==> config.mk <==
export PLATFORM = sky130hd
export DESIGN_NAME = adder_initiator_flat
export DESIGN_NICKNAME = d
export VERILOG_FILES = /design/src/rtl/adder_initiator_pkg.sv /design/src/rtl/adder_initiator_if.sv /design/src/rtl/adder_initiator_fifo.sv /design/src/rtl/adder_initiator.sv /design/src/flat_wrapper.sv
export SDC_FILE = /design/constraint.sdc
export NUM_CORES = 1
export LEC_CHECK = 0
export ABC_CLOCK_PERIOD_IN_PS = 3600
export BUFFER_PORTS_ARGS = -buffer_cell sky130_fd_sc_hd__buf_2
export CORE_ASPECT_RATIO = 0.5
export CORE_MARGIN = 1
export CORE_UTILIZATION = 55
export DETAILED_ROUTE_END_ITERATION = 6
export PLACE_DENSITY = 0.84
export SLEW_MARGIN = 20
export SYNTH_ARGS = -nofsm -noshare
export SYNTH_HDL_FRONTEND = slang
export SYNTH_SLANG_ARGS = --single-unit
==> constraint.sdc <==
create_clock -name clk -period 3.6 [get_ports clk]
set_clock_uncertainty 0.2 [all_clocks]
set_input_delay 0.54 -clock clk [delete_from_list [all_inputs] [get_ports clk]]
set_output_delay 0.54 -clock clk [all_outputs]
set_load 0.02 [all_outputs]
==> src/rtl/adder_initiator_pkg.sv <==
// Shared types for the adder initiator: FSM states, widths, FIFO entry.
// Helper sum function feeds the optional self-check path.
package adder_initiator_pkg;

   localparam int OP_W  = 8;
   localparam int SUM_W = 9;

   typedef enum logic [1:0] {
      IDLE  = 2'd0,
      ISSUE = 2'd1,
      WAIT  = 2'd2,
      RESP  = 2'd3
   } init_state_e;

   typedef struct packed {
      logic [OP_W-1:0] a;
      logic [OP_W-1:0] b;
   } req_entry_t;

   function automatic logic [SUM_W-1:0] op_sum(
      input logic [OP_W-1:0] x,
      input logic [OP_W-1:0] y
   );
      return {1'b0, x} + {1'b0, y};
   endfunction

endpackage

==> src/rtl/adder_initiator_if.sv <==
// Request, adder and response signals of the adder initiator.
// master = initiator side, slave = stimulus/adder/consumer side.
interface adder_initiator_if;
   import adder_initiator_pkg::*;

   logic             req_valid;
   logic [OP_W-1:0]  req_a;
   logic [OP_W-1:0]  req_b;
   logic             req_ready;
   logic             sample;
   logic [OP_W-1:0]  a;
   logic [OP_W-1:0]  b;
   logic             done;
   logic [SUM_W-1:0] c;
   logic             resp_valid;
   logic [SUM_W-1:0] resp_sum;
   logic             resp_err;
   logic             resp_timeout;
   logic [15:0]      txn_cnt;
   logic [15:0]      err_cnt;

   modport master (
      input  req_valid, req_a, req_b, done, c,
      output req_ready, sample, a, b,
      output resp_valid, resp_sum, resp_err,
      output resp_timeout, txn_cnt, err_cnt
   );

   modport slave (
      output req_valid, req_a, req_b, done, c,
      input  req_ready, sample, a, b,
      input  resp_valid, resp_sum, resp_err,
      input  resp_timeout, txn_cnt, err_cnt
   );

endinterface

==> src/rtl/adder_initiator_fifo.sv <==
// Synchronous request FIFO; pointers carry one extra wrap bit
// so full and empty are distinguished without a counter.
module adder_initiator_fifo #(
   parameter int DEPTH = 4,
   parameter int W     = 16
) (
   input  logic         clk,
   input  logic         rst_n,
   input  logic         push_i,
   input  logic [W-1:0] wdata_i,
   input  logic         pop_i,
   output logic [W-1:0] rdata_o,
   output logic         full_o,
   output logic         empty_o
);

   localparam int AW = $clog2(DEPTH);

   logic [W-1:0] mem_q [DEPTH];
   logic [AW:0]  wp_q;
   logic [AW:0]  rp_q;
   logic         do_push;
   logic         do_pop;

   assign empty_o = (wp_q == rp_q);
   assign full_o  = (wp_q[AW] != rp_q[AW]) &&
                    (wp_q[AW-1:0] == rp_q[AW-1:0]);
   assign rdata_o = mem_q[rp_q[AW-1:0]];
   assign do_push = push_i && !full_o;
   assign do_pop  = pop_i && !empty_o;

   always_ff @(posedge clk) begin
      if (do_push) begin
         mem_q[wp_q[AW-1:0]] <= wdata_i;
      end
   end

   always_ff @(posedge clk or negedge rst_n) begin
      if (!rst_n) begin
         wp_q <= '0;
         rp_q <= '0;
      end else begin
         if (do_push) begin
            wp_q <= wp_q + (AW+1)'(1);
         end
         if (do_pop) begin
            rp_q <= rp_q + (AW+1)'(1);
         end
      end
   end

endmodule

==> src/rtl/adder_initiator.sv <==
// Requester side of the sample/done adder handshake, one txn in flight.
// Define ADDER_INITIATOR_CHECK_EN to compare each returned sum to a+b.
module adder_initiator
   import adder_initiator_pkg::*;
#(
   parameter int DEPTH   = 4,
   parameter int TIMEOUT = 8
) (
   input logic               clk,
   input logic               rst_n,
   adder_initiator_if.master bus
);

   localparam logic [7:0] TO_LIM = 8'(TIMEOUT);

   req_entry_t       push_ent;
   req_entry_t       pop_ent;
   logic             full;
   logic             empty;
   logic             push;
   logic             pop;

   init_state_e      state_q;
   logic             sample_q;
   logic [OP_W-1:0]  a_q;
   logic [OP_W-1:0]  b_q;
   logic             done_q;
   logic [7:0]       tmo_q;
   logic [7:0]       tmo_d;
   logic             rv_q;
   logic [SUM_W-1:0] sum_q;
   logic             err_q;
   logic             to_q;
   logic [15:0]      txn_q;
   logic [15:0]      errc_q;

   logic             done_rise;
   logic             fin;
   logic             fin_err;
   logic             mis;

   assign push_ent      = {bus.req_a, bus.req_b};
   assign push          = bus.req_valid && !full;
   assign pop           = (state_q == IDLE) && !empty;
   assign bus.req_ready = !full;

   adder_initiator_fifo #(
      .DEPTH (DEPTH),
      .W     ($bits(req_entry_t))
   ) u_fifo (
      .clk     (clk),
      .rst_n   (rst_n),
      .push_i  (push),
      .wdata_i (push_ent),
      .pop_i   (pop),
      .rdata_o (pop_ent),
      .full_o  (full),
      .empty_o (empty)
   );

`ifdef ADDER_INITIATOR_CHECK_EN
   logic [SUM_W-1:0] exp_q;
   assign mis = (bus.c != exp_q);
`else
   assign mis = 1'b0;
`endif

   // Only a fresh done edge counts; a level left over is ignored.
   assign done_rise = bus.done && !done_q;
   assign tmo_d     = tmo_q + 8'd1;
   assign fin       = (state_q == WAIT) &&
                      (done_rise || (tmo_d == TO_LIM));
   assign fin_err   = done_rise ? mis : 1'b1;

   always_ff @(posedge clk or negedge rst_n) begin
      if (!rst_n) begin
         state_q  <= IDLE;
         sample_q <= 1'b0;
         a_q      <= '0;
         b_q      <= '0;
         done_q   <= 1'b0;
         tmo_q    <= '0;
         rv_q     <= 1'b0;
         sum_q    <= '0;
         err_q    <= 1'b0;
         to_q     <= 1'b0;
         txn_q    <= '0;
         errc_q   <= '0;
`ifdef ADDER_INITIATOR_CHECK_EN
         exp_q    <= '0;
`endif
      end else begin
         done_q   <= bus.done;
         sample_q <= 1'b0;
         rv_q     <= 1'b0;
         unique case (state_q)
            IDLE: begin
               if (!empty) begin
                  a_q      <= pop_ent.a;
                  b_q      <= pop_ent.b;
                  sample_q <= 1'b1;
                  state_q  <= ISSUE;
`ifdef ADDER_INITIATOR_CHECK_EN
                  exp_q    <= op_sum(pop_ent.a, pop_ent.b);
`endif
               end
            end
            ISSUE: begin
               tmo_q   <= '0;
               state_q <= WAIT;
            end
            WAIT: begin
               tmo_q <= tmo_d;
               if (fin) begin
                  sum_q   <= done_rise ? bus.c : '0;
                  to_q    <= !done_rise;
                  err_q   <= fin_err;
                  rv_q    <= 1'b1;
                  txn_q   <= txn_q + 16'd1;
                  state_q <= RESP;
                  if (fin_err && (errc_q != 16'hFFFF)) begin
                     errc_q <= errc_q + 16'd1;
                  end
               end
            end
            RESP: begin
               state_q <= IDLE;
            end
            default: begin
               state_q <= IDLE;
            end
         endcase
      end
   end

   assign bus.sample       = sample_q;
   assign bus.a            = a_q;
   assign bus.b            = b_q;
   assign bus.resp_valid   = rv_q;
   assign bus.resp_sum     = sum_q;
   assign bus.resp_err     = err_q;
   assign bus.resp_timeout = to_q;
   assign bus.txn_cnt      = txn_q;
   assign bus.err_cnt      = errc_q;

endmodule
==> src/flat_wrapper.sv <==
// flat-port wrapper written by rule: the top's interface ports become plain ports
module adder_initiator_flat import adder_initiator_pkg::*;
#(
   parameter int DEPTH   = 4,
   parameter int TIMEOUT = 8
)
  (clk, rst_n, bus_req_valid, bus_req_a, bus_req_b, bus_done, bus_c, bus_req_ready, bus_sample, bus_a, bus_b, bus_resp_valid, bus_resp_sum, bus_resp_err, bus_resp_timeout, bus_txn_cnt, bus_err_cnt);
  adder_initiator_if bus_i ();
  input logic clk;
  input logic rst_n;
  input wire logic [$bits(bus_i.req_valid)-1:0] bus_req_valid;
  input wire logic [$bits(bus_i.req_a)-1:0] bus_req_a;
  input wire logic [$bits(bus_i.req_b)-1:0] bus_req_b;
  input wire logic [$bits(bus_i.done)-1:0] bus_done;
  input wire logic [$bits(bus_i.c)-1:0] bus_c;
  output wire logic [$bits(bus_i.req_ready)-1:0] bus_req_ready;
  output wire logic [$bits(bus_i.sample)-1:0] bus_sample;
  output wire logic [$bits(bus_i.a)-1:0] bus_a;
  output wire logic [$bits(bus_i.b)-1:0] bus_b;
  output wire logic [$bits(bus_i.resp_valid)-1:0] bus_resp_valid;
  output wire logic [$bits(bus_i.resp_sum)-1:0] bus_resp_sum;
  output wire logic [$bits(bus_i.resp_err)-1:0] bus_resp_err;
  output wire logic [$bits(bus_i.resp_timeout)-1:0] bus_resp_timeout;
  output wire logic [$bits(bus_i.txn_cnt)-1:0] bus_txn_cnt;
  output wire logic [$bits(bus_i.err_cnt)-1:0] bus_err_cnt;
  assign bus_i.req_valid = bus_req_valid;
  assign bus_i.req_a = bus_req_a;
  assign bus_i.req_b = bus_req_b;
  assign bus_i.done = bus_done;
  assign bus_i.c = bus_c;
  assign bus_req_ready = bus_i.req_ready;
  assign bus_sample = bus_i.sample;
  assign bus_a = bus_i.a;
  assign bus_b = bus_i.b;
  assign bus_resp_valid = bus_i.resp_valid;
  assign bus_resp_sum = bus_i.resp_sum;
  assign bus_resp_err = bus_i.resp_err;
  assign bus_resp_timeout = bus_i.resp_timeout;
  assign bus_txn_cnt = bus_i.txn_cnt;
  assign bus_err_cnt = bus_i.err_cnt;
  adder_initiator #(.DEPTH(DEPTH), .TIMEOUT(TIMEOUT)) u_core (.clk(clk), .rst_n(rst_n), .bus(bus_i));
endmodule
==> results of run 1 <==
power groups by stage:
stage               clock network [mW]  logic (mW)  registers [mW]
floorplan                            0        1.00            2.52
global placement                     0        1.64            2.33
detailed placement                   0        1.71            2.36
CTS                               1.76        1.74            2.33
global route                      1.83        1.85            2.37
finish                            1.74        1.71            2.33
worst max-delay path, stage by stage, from the launching register on:
cell,delay (ps)
dfrtp_1,440
ha_1,290
nand3_1,170
nor3_1,300
a211oi_2,110
a41oi_2,910
mux2_2,420
final cells by class:
type	instances	area share [%]
multi-input combinational	223	27.4
clock inverter	15	2.31
tap	140	2.47
inverter	16	0.846
timing repair buffer	94	6.80
sequential	141	54.2
clock buffer	17	5.99
worst max-delay path by stage:
stage / from / end / cells past startpoint
floorplan: u_core.tmo_q[0] / u_core.bus.err_cnt[3] / 7
global placement: u_core.tmo_q[0] / u_core.bus.txn_cnt[1] / 6
detailed placement: u_core.tmo_q[0] / u_core.bus.txn_cnt[14] / 6
CTS: u_core.tmo_q[0] / u_core.bus.txn_cnt[1] / 6
global route: u_core.tmo_q[0] / u_core.bus.txn_cnt[1] / 6
finish: u_core.tmo_q[1] / u_core.bus.txn_cnt[1] / 6
stage by stage:
stage | worst slack (ps) | power, mW
after floorplan | 1250 | 3.52
after global placement | 765 | 3.97
after detailed placement | 661 | 4.07
after CTS | 622 | 5.83
after global routing | 462 | 6.05
final | 628 | 5.78
state kept, by name (all words and copies together), names as in the netlist:
| register | count |
|---|---|
| u_core.bus.a | 8 |
| u_core.bus.b | 8 |
| u_core.bus.err_cnt | 16 |
| u_core.bus.resp_sum | 9 |
| u_core.bus.resp_timeout | 1 |
| u_core.bus.resp_valid | 1 |
| u_core.bus.sample | 1 |
| u_core.bus.txn_cnt | 16 |
| u_core.done_q | 1 |
| u_core.state_q | 2 |
| u_core.tmo_q | 8 |
| u_core.u_fifo.mem_q | 64 |
| u_core.u_fifo.rp_q | 3 |
| u_core.u_fifo.wp_q | 3 |
layer usage:
layer	vias to the layer above	track usage, %
met1	1800	27.3
met4	0	9.18
li1	1667	-
met2	122	34.7
met5	-	0
met3	9	5.45
cell usage after synthesis, types with 3 or more instances:
master,count,area (sq um)
nand2_1,20,75.1
o21ai_0,5,25.0
mux4_2,16,360
a22o_1,9,78.8
edfxtp_1,64,1920
nor3b_1,4,30.0
o22ai_1,5,31.3
nor3_1,8,40.0
xnor2_1,15,131
clkbuf_1,4,15.0
mux2_2,20,225
nor2_1,9,33.8
a21oi_1,4,20.0
inv_1,16,60.1
nor4_1,3,18.8
ha_1,12,150
dfrtp_1,77,1930
buf_2,7,35.0
nand4_1,7,43.8
buf_4,3,22.5
xor2_1,23,201
and3_1,8,50.1
nand3_1,20,100
nor3_2,5,50.1
and2_1,3,18.8
kinds of logic (layout without fill, tap and decap cells):
group                    after synthesis  after routing
adder cells (fa/ha/maj)               12             12
AO/OA/AOI/OAI                         38             38
flip-flops                           141            141
multiplexers                          36             36
AND/OR/NAND/NOR                       99             99
buffers and inverters                 31            142
XOR/XNOR                              38             38
placed cells by master, fill, tap and decap left out, types with 3 or more instances in the layout:
cell type / count
a21oi_1: 4
a22o_1: 9
and2_1: 3
and3_1: 8
buf_2: 89
buf_4: 5
clkbuf_16: 17
clkinv_2: 3
clkinv_4: 4
dfrtp_1: 77
edfxtp_1: 64
ha_1: 12
inv_1: 16
inv_8: 3
mux2_2: 20
mux4_2: 16
nand2_1: 20
nand3_1: 20
nand4_1: 7
nor2_1: 9
nor3_1: 8
nor3_2: 5
nor3b_1: 4
nor4_1: 3
o21ai_0: 5
o22ai_1: 5
xnor2_1: 15
xor2_1: 23
==> reports/results.ini, run 1 <==
[run_status]
outcome=finished clean

[synth]
yosysUniqueCellTypes=46
yosys_warnings=0
synth_top_family_by_area=multiplexers
syn-cell-area_sq_um=5930
avgSynthCellArea_sq_um=15.0
async_reset_ff_share_pct=54.6
synth_seq_cells=141
synth_flop_cell=dfrtp_1
synth-simple-area-share_pct=9.60
synth_compound_area_share_pct=5.02
synth_edf_count=64
synthesis.nets=436
synth-seq-area-share_pct=64.9
synthAdderAreaFrac_pct=2.53
synthMuxAreaShare_pct=9.88
synth_xor_area_share_pct=5.61
netlist_instances=395

[finish]
num_antenna_cells=0
syn_to_final_growth_pct=19.8
drive_gt1_share_pct=34.6
seqCellArea_sq_um=3850
nFillCells=698
final_util_pct=68.7
nNetsFinal=534
multiInputGateArea_sq_um=1950
instances_no_fill=646
final_cell_area_sq_um=7100

[sta]
rsz0062_at_grt=false
finalCriticalPeriod_ps=2970
hold-worst-slack_ps=53.6
max_slew.worst_pin.slew_ps=1070
slew_violations=0
max_freq_ghz=0.336
tns_ps=0
fin_crit_sh_pct=82.6
max_slew_margin_pct=28.5
setup_viol=0
hold_viol=0

[global_routing]
grt_pass1_vias=3520
track_usage_pct=21.0
gr-total-overflow=0
grt_start_max_net_pins=78
grt_pass1_wl_microns=17500
antenna_found_initial=0

[run]
drv_cap=0

[pwr]
p_seq_share_pct=40.2
clkPwrFrac_pct=30.1
switching_share_pct=32.9
comb_power_share_pct=29.7
pwr_density_cell_nw_per_um2=814
internal_power_mw=3.88
p_sw_mw=1.90
power_leakage_nw=3.07
peakVddDrop_uv=410

[worst_setup_path]
r2r_cells=6
crit_path_start_kind=register
worst-r2r-setup-slack_ps=630
critical_path_arrival_ps=3070
r2r_end=u_core.bus.txn_cnt[1]
worstPathMaxFanout=20
critical_path_class=reg2reg
endpoint_kind=register
r2r_start=u_core.tmo_q[1]
required_ps=3690

[drt]
final_antenna_net_count=0
routed.top_layer=met4
drtPass1Iterations=4
wl_met2_microns=5470
wire_per_inst_microns=17.3
wl_met1_microns=5070
viasPerCell=5.57
wl_met3_microns=551
drc_errors=0
drtIter0Drc=189
drt_wl_total_microns=11200
vias=3598

[clock_tree]
cts_tree=done
numCtsBuffers=17
clock_latency_ps=430
cts_setup_buffers=0
clock_path_buffers=2
cts.repair.resized=0
clk_pin_slew_ps=60
h-tree-depth=4
cts-root-buf=clkbuf_16
cts_sinks=141
postCtsHoldBufs=0

[worst_hold_path]
hp-start=bus_done
min_path_cells=1
hp-class=in2reg
min_to=u_core.done_q

[floorplanning]
core_sq_um=10300
die_w_microns=149
ios=91
fp.dieH_microns=75.4
row_count=26
die-area_sq_um=11200
initial_utilization_pct=57.3

[placed_design]
post_dp_cell_area_sq_um=6510
gp_congestion=0.828
dp.cells=614
dpl.hpwl_microns=6980
io_buffer_count=90

Power figures use the tool's default switching activity.
==> run 2, diff against run 1 <==
- ABC_CLOCK_PERIOD_IN_PS: 3600 -> 3100
- clock period: 3.6 -> 3.1 ns (I/O delays scaled with it)
==> reports/results.ini, run 2 (synthesis gave the netlist of run 1 again) <==
[sta]
slew_violations=0
rsz0062_at_grt=false
fin_crit_sh_pct=88.6
max_slew.worst_pin.slew_ps=971
setup_viol=0
finalCriticalPeriod_ps=2750
tns_ps=0
max_freq_ghz=0.364
max_slew_margin_pct=35.3
hold_viol=0
final.setup.worst_slack_ps=352

[worst_setup_path]
worstPathMaxFanout=11
endpoint_kind=register
critical_path_class=reg2reg
max_stage_delay_ps=520
crit_start=u_core.tmo_q[0]
cp_slowest_cell=and4b_1
crit_path_cell_trace=ha_1 -> or3_1 -> a211oi_2 -> and4b_1 -> mux2_2
crit_path_start_kind=register
r2r_start=u_core.tmo_q[0]
required_ps=3190
cp_num_buf_inv=0
cpLargestDelayFamily=simple AND/OR/NAND/NOR gates
critical_path_arrival_ps=2840

[drt]
routed.top_layer=met4
final_antenna_net_count=0
drt_wl_total_microns=11200
wl_met2_microns=5700
wl_met3_microns=393
drtPass1Iterations=4
drc_errors=0
wl_met1_microns=4930
wire_per_inst_microns=17.3
drtIter0Drc=197
vias=3565
viasPerCell=5.49

[global_routing]
grt_pass1_vias=3502
gr-total-overflow=0
antenna_found_initial=0
track_usage_pct=21.3
grt_pass1_wl_microns=17500
grt_start_max_net_pins=78

[finish]
largest_reg_flops=64
multiInputGateArea_sq_um=1950
final_cell_mix=buf_2 (89), dfrtp_1 (77), edfxtp_1 (64), xor2_1 (23)
num_antenna_cells=0
final_cell_area_sq_um=7120
syn_to_final_growth_pct=20.2
drive_gt1_share_pct=34.8
nNetsFinal=537
layout_commonest_cell=buf_2
nFillCells=685
seqCellArea_sq_um=3850

[clock_tree]
h-tree-depth=4
cts_sinks=141
clock_path_buffers=2
postCtsHoldBufs=1
cts_tree=done
clock_latency_ps=410
cts_setup_buffers=0
cts-root-buf=clkbuf_16
numCtsBuffers=17
clk_pin_slew_ps=60
cts.repair.resized=0

[placed_design]
gp_congestion=0.844
io_buffer_count=90
pre_cts_ws_ps=371
dpl.hpwl_microns=7200
post_dp_cell_area_sq_um=6530

[floorplanning]
core_sq_um=10300
initial_utilization_pct=57.3
die_w_microns=149
row_count=26
fp.dieH_microns=75.4
ios=91
die-area_sq_um=11200

[run_status]
outcome=finished clean

[run]
drv_cap=0

[pwr]
pwr_density_cell_nw_per_um2=938
power_leakage_nw=3.07
peakVddDrop_uv=484

[worst_hold_path]
hp-class=in2async

==> run 2: changes by cell type in the layout (fill, tap and decap cells not counted), sizes merged <==
cell,previous run,this run
clkinv,8,3
buf,94,96
clkinvlp,1,3
inv,20,22
clkbuf,17,18
dlygate4sd3,0,1
==> run 2: path summary, 6_finish.rpt <==
path	end	slack [ps]	cells after the start
min in group clk	u_core.u_fifo.mem_q[2][8]	70	1
max	u_core.bus.err_cnt[1]	350	5
max reg2reg	u_core.bus.err_cnt[1]	350	5
min	u_core.bus.err_cnt[3]	5	1
max in group asynchronous	u_core.bus.a[1]	2050	1
min reg2reg	u_core.bus.txn_cnt[15]	270	1
==> run 2: through the flow <==
step / cells / util (%) / hold slack (ps) / power, mW
floorplan: 395 / - / -30.6 / 4.09
global placement: 616 / 63.1 / 251 / 4.62
detailed placement: 616 / 63.1 / 256 / 4.73
CTS: 649 / 68.9 / 41.3 / 6.76
global route: 649 / 68.9 / 58.6 / 7.01
finish: 649 / 68.9 / 5.46 / 6.68
==> run 2: layout make-up <==
cell class | count | share of cell area (%)
Sequential cell | 141 | 54.0
Multi-Input combinational cell | 223 | 27.3
Timing Repair Buffer | 97 | 7.13
Clock buffer | 18 | 6.02
Tap cell | 140 | 2.46
Clock inverter | 14 | 2.20
Inverter | 16 | 0.843
==> run 2: worst reg2reg max path, stage by stage (launching register included) <==
cell      delay, ps
dfrtp_1         440
ha_1            300
or3_1           420
a211oi_2        370
and4b_1         520
mux2_2          380
==> run 2: where the power goes <==
group	internal (mW)	switching, mW	leakage [nW]	total (mW)
Sequential	2.45	0.246	1.58	2.70
Clock	1.20	0.796	0.280	2.00
Combinational	0.853	1.13	1.22	1.98
Total	4.51	2.17	3.07	6.68
==> run 2: per-layer routing <==
metal  vias up  track usage (%)
li1       1684                -
met1      1781             26.1
met2        82             37.7
met3        18             4.73
met4         0             9.30
met5         -                0
==> run 3, diff against run 2 <==
- CORE_MARGIN: 1 -> 3
==> reports/results.ini, run 3 (synthesis gave the netlist of run 1 again) <==
[finish]
layout_commonest_cell=buf_2
final_cell_area_sq_um=7120
final_cell_mix=buf_2 (89), dfrtp_1 (77), edfxtp_1 (64), xor2_1 (23)
num_antenna_cells=0
nNetsFinal=536
syn_to_final_growth_pct=20.2
multiInputGateArea_sq_um=1950
drive_gt1_share_pct=34.3
instances_no_fill=648
nFillCells=701
largest_reg_flops=64
seqCellArea_sq_um=3850

[pwr]
power_leakage_nw=3.08
internal_power_mw=4.57
p_seq_share_pct=40.3
pwr_density_cell_nw_per_um2=944
peakVddDrop_uv=602
clkPwrFrac_pct=30.2
comb_power_share_pct=29.5
switching_share_pct=32.1
p_sw_mw=2.16

[worst_setup_path]
worstPathMaxFanout=11
critical_path_class=reg2reg
r2r_cells=5
worst-r2r-setup-slack_ps=340
endpoint_kind=register
critical_path_arrival_ps=2860
crit_path_start_kind=register
r2r_start=u_core.tmo_q[0]
r2r_end=u_core.bus.err_cnt[1]
required_ps=3200

[floorplanning]
core_sq_um=10300
fp.dieH_microns=79.4
ios=91
die_w_microns=153
row_count=26
initial_utilization_pct=57.3
die-area_sq_um=12100

[clock_tree]
clock_latency_ps=410
numCtsBuffers=17
cts.repair.resized=0
clk_pin_slew_ps=60
clock_path_buffers=2
cts_setup_buffers=0
cts_tree=done
cts_sinks=141
postCtsHoldBufs=1
cts-root-buf=clkbuf_16
h-tree-depth=4

[drt]
drtIter0Drc=211
vias=3543
viasPerCell=5.47
drtPass1Iterations=4
drc_errors=0
drt_wl_total_microns=11300
final_antenna_net_count=0
wire_per_inst_microns=17.5

[placed_design]
dp.cells=615
gp_congestion=0.801
dpl.hpwl_microns=7280
io_buffer_count=90
post_dp_cell_area_sq_um=6520

[global_routing]
track_usage_pct=19.8
antenna_found_initial=0
grt_start_max_net_pins=78
grt_pass1_vias=3597
grt_pass1_wl_microns=18600
gr-total-overflow=0

[sta]
slew_violations=0
max_freq_ghz=0.362
max_slew_margin_pct=35.0
finalCriticalPeriod_ps=2760
max_slew.worst_pin.slew_ps=975
tns_ps=0
setup_viol=0
fin_crit_sh_pct=89.0
rsz0062_at_grt=false
hold_viol=0

[worst_hold_path]
hp-class=in2async

[run]
drv_cap=0

[run_status]
outcome=finished clean

run 3: changes by cell type in the layout (fill, tap and decap cells not counted):
| cell | before | now |
|---|---|---|
| bufinv_16 | 2 | 3 |
| inv_6 | 5 | 4 |
| buf_4 | 7 | 6 |
| clkinvlp_4 | 3 | 2 |
| inv_8 | 1 | 0 |
| clkinv_4 | 1 | 0 |
| clkinv_2 | 2 | 3 |
| clkbuf_1 | 1 | 0 |
| clkinv_1 | 0 | 3 |
run 3: area by class of cell:
type / count / area share [%]
tap: 140 / 2.46
clock buffer: 17 / 5.97
timing repair buffer: 96 / 7.03
inverter: 16 / 0.843
clock inverter: 15 / 2.34
sequential: 141 / 54.0
multi-input combinational: 223 / 27.3
run 3: metrics by stage:
stage / hold WS (ps) / power (mW) / util [%] / worst slack, ps
CTS: 41.5 / 6.80 / 68.9 / 328
global route: 61.3 / 7.07 / 68.9 / 178
global placement: 250 / 4.62 / 63.0 / 434
finish: 3.28 / 6.73 / 68.9 / 340
detailed placement: 270 / 4.72 / 63.0 / 364
floorplan: -30.6 / 4.09 / - / 745
run 3: critical path, cell delays in order (launching register included):
cell and delay, ps:
dfrtp_1 450, ha_1 300, or3_1 430, a211oi_2 400, and4b_1 500, mux2_2 380
run 3: worst max-delay path by stage:
stage,from,endpoint,slack (ps),cells past startpoint
5_1_grt,u_core.tmo_q[0],u_core.bus.err_cnt[3],180,6
6_report,u_core.tmo_q[0],u_core.bus.err_cnt[1],340,5
3_3_place_gp,u_core.tmo_q[0],u_core.bus.err_cnt[1],430,5
3_5_place_dp,u_core.tmo_q[0],u_core.bus.err_cnt[1],360,5
4_1_cts,u_core.tmo_q[0],u_core.bus.err_cnt[1],330,5
2_1_floorplan,u_core.tmo_q[0],u_core.bus.err_cnt[3],750,7
run 3: power groups by stage:
stage | sequential, mW | clock (mW) | combinational, mW
floorplan | 2.93 | 0 | 1.16
global placement | 2.70 | 0 | 1.92
detailed placement | 2.74 | 0 | 1.98
CTS | 2.71 | 2.07 | 2.02
global route | 2.76 | 2.15 | 2.16
finish | 2.71 | 2.03 | 1.98
run 3: metal layers:
| layer | vias up | track usage [%] | share of wire, % |
|---|---|---|---|
| met3 | 11 | 5.47 | 4.3 |
| li1 | 1673 | - | - |
| met2 | 81 | 32.9 | 50 |
| met5 | - | 0 | 0 |
| met4 | 0 | 6.49 | 0.77 |
| met1 | 1778 | 26.0 | 45 |
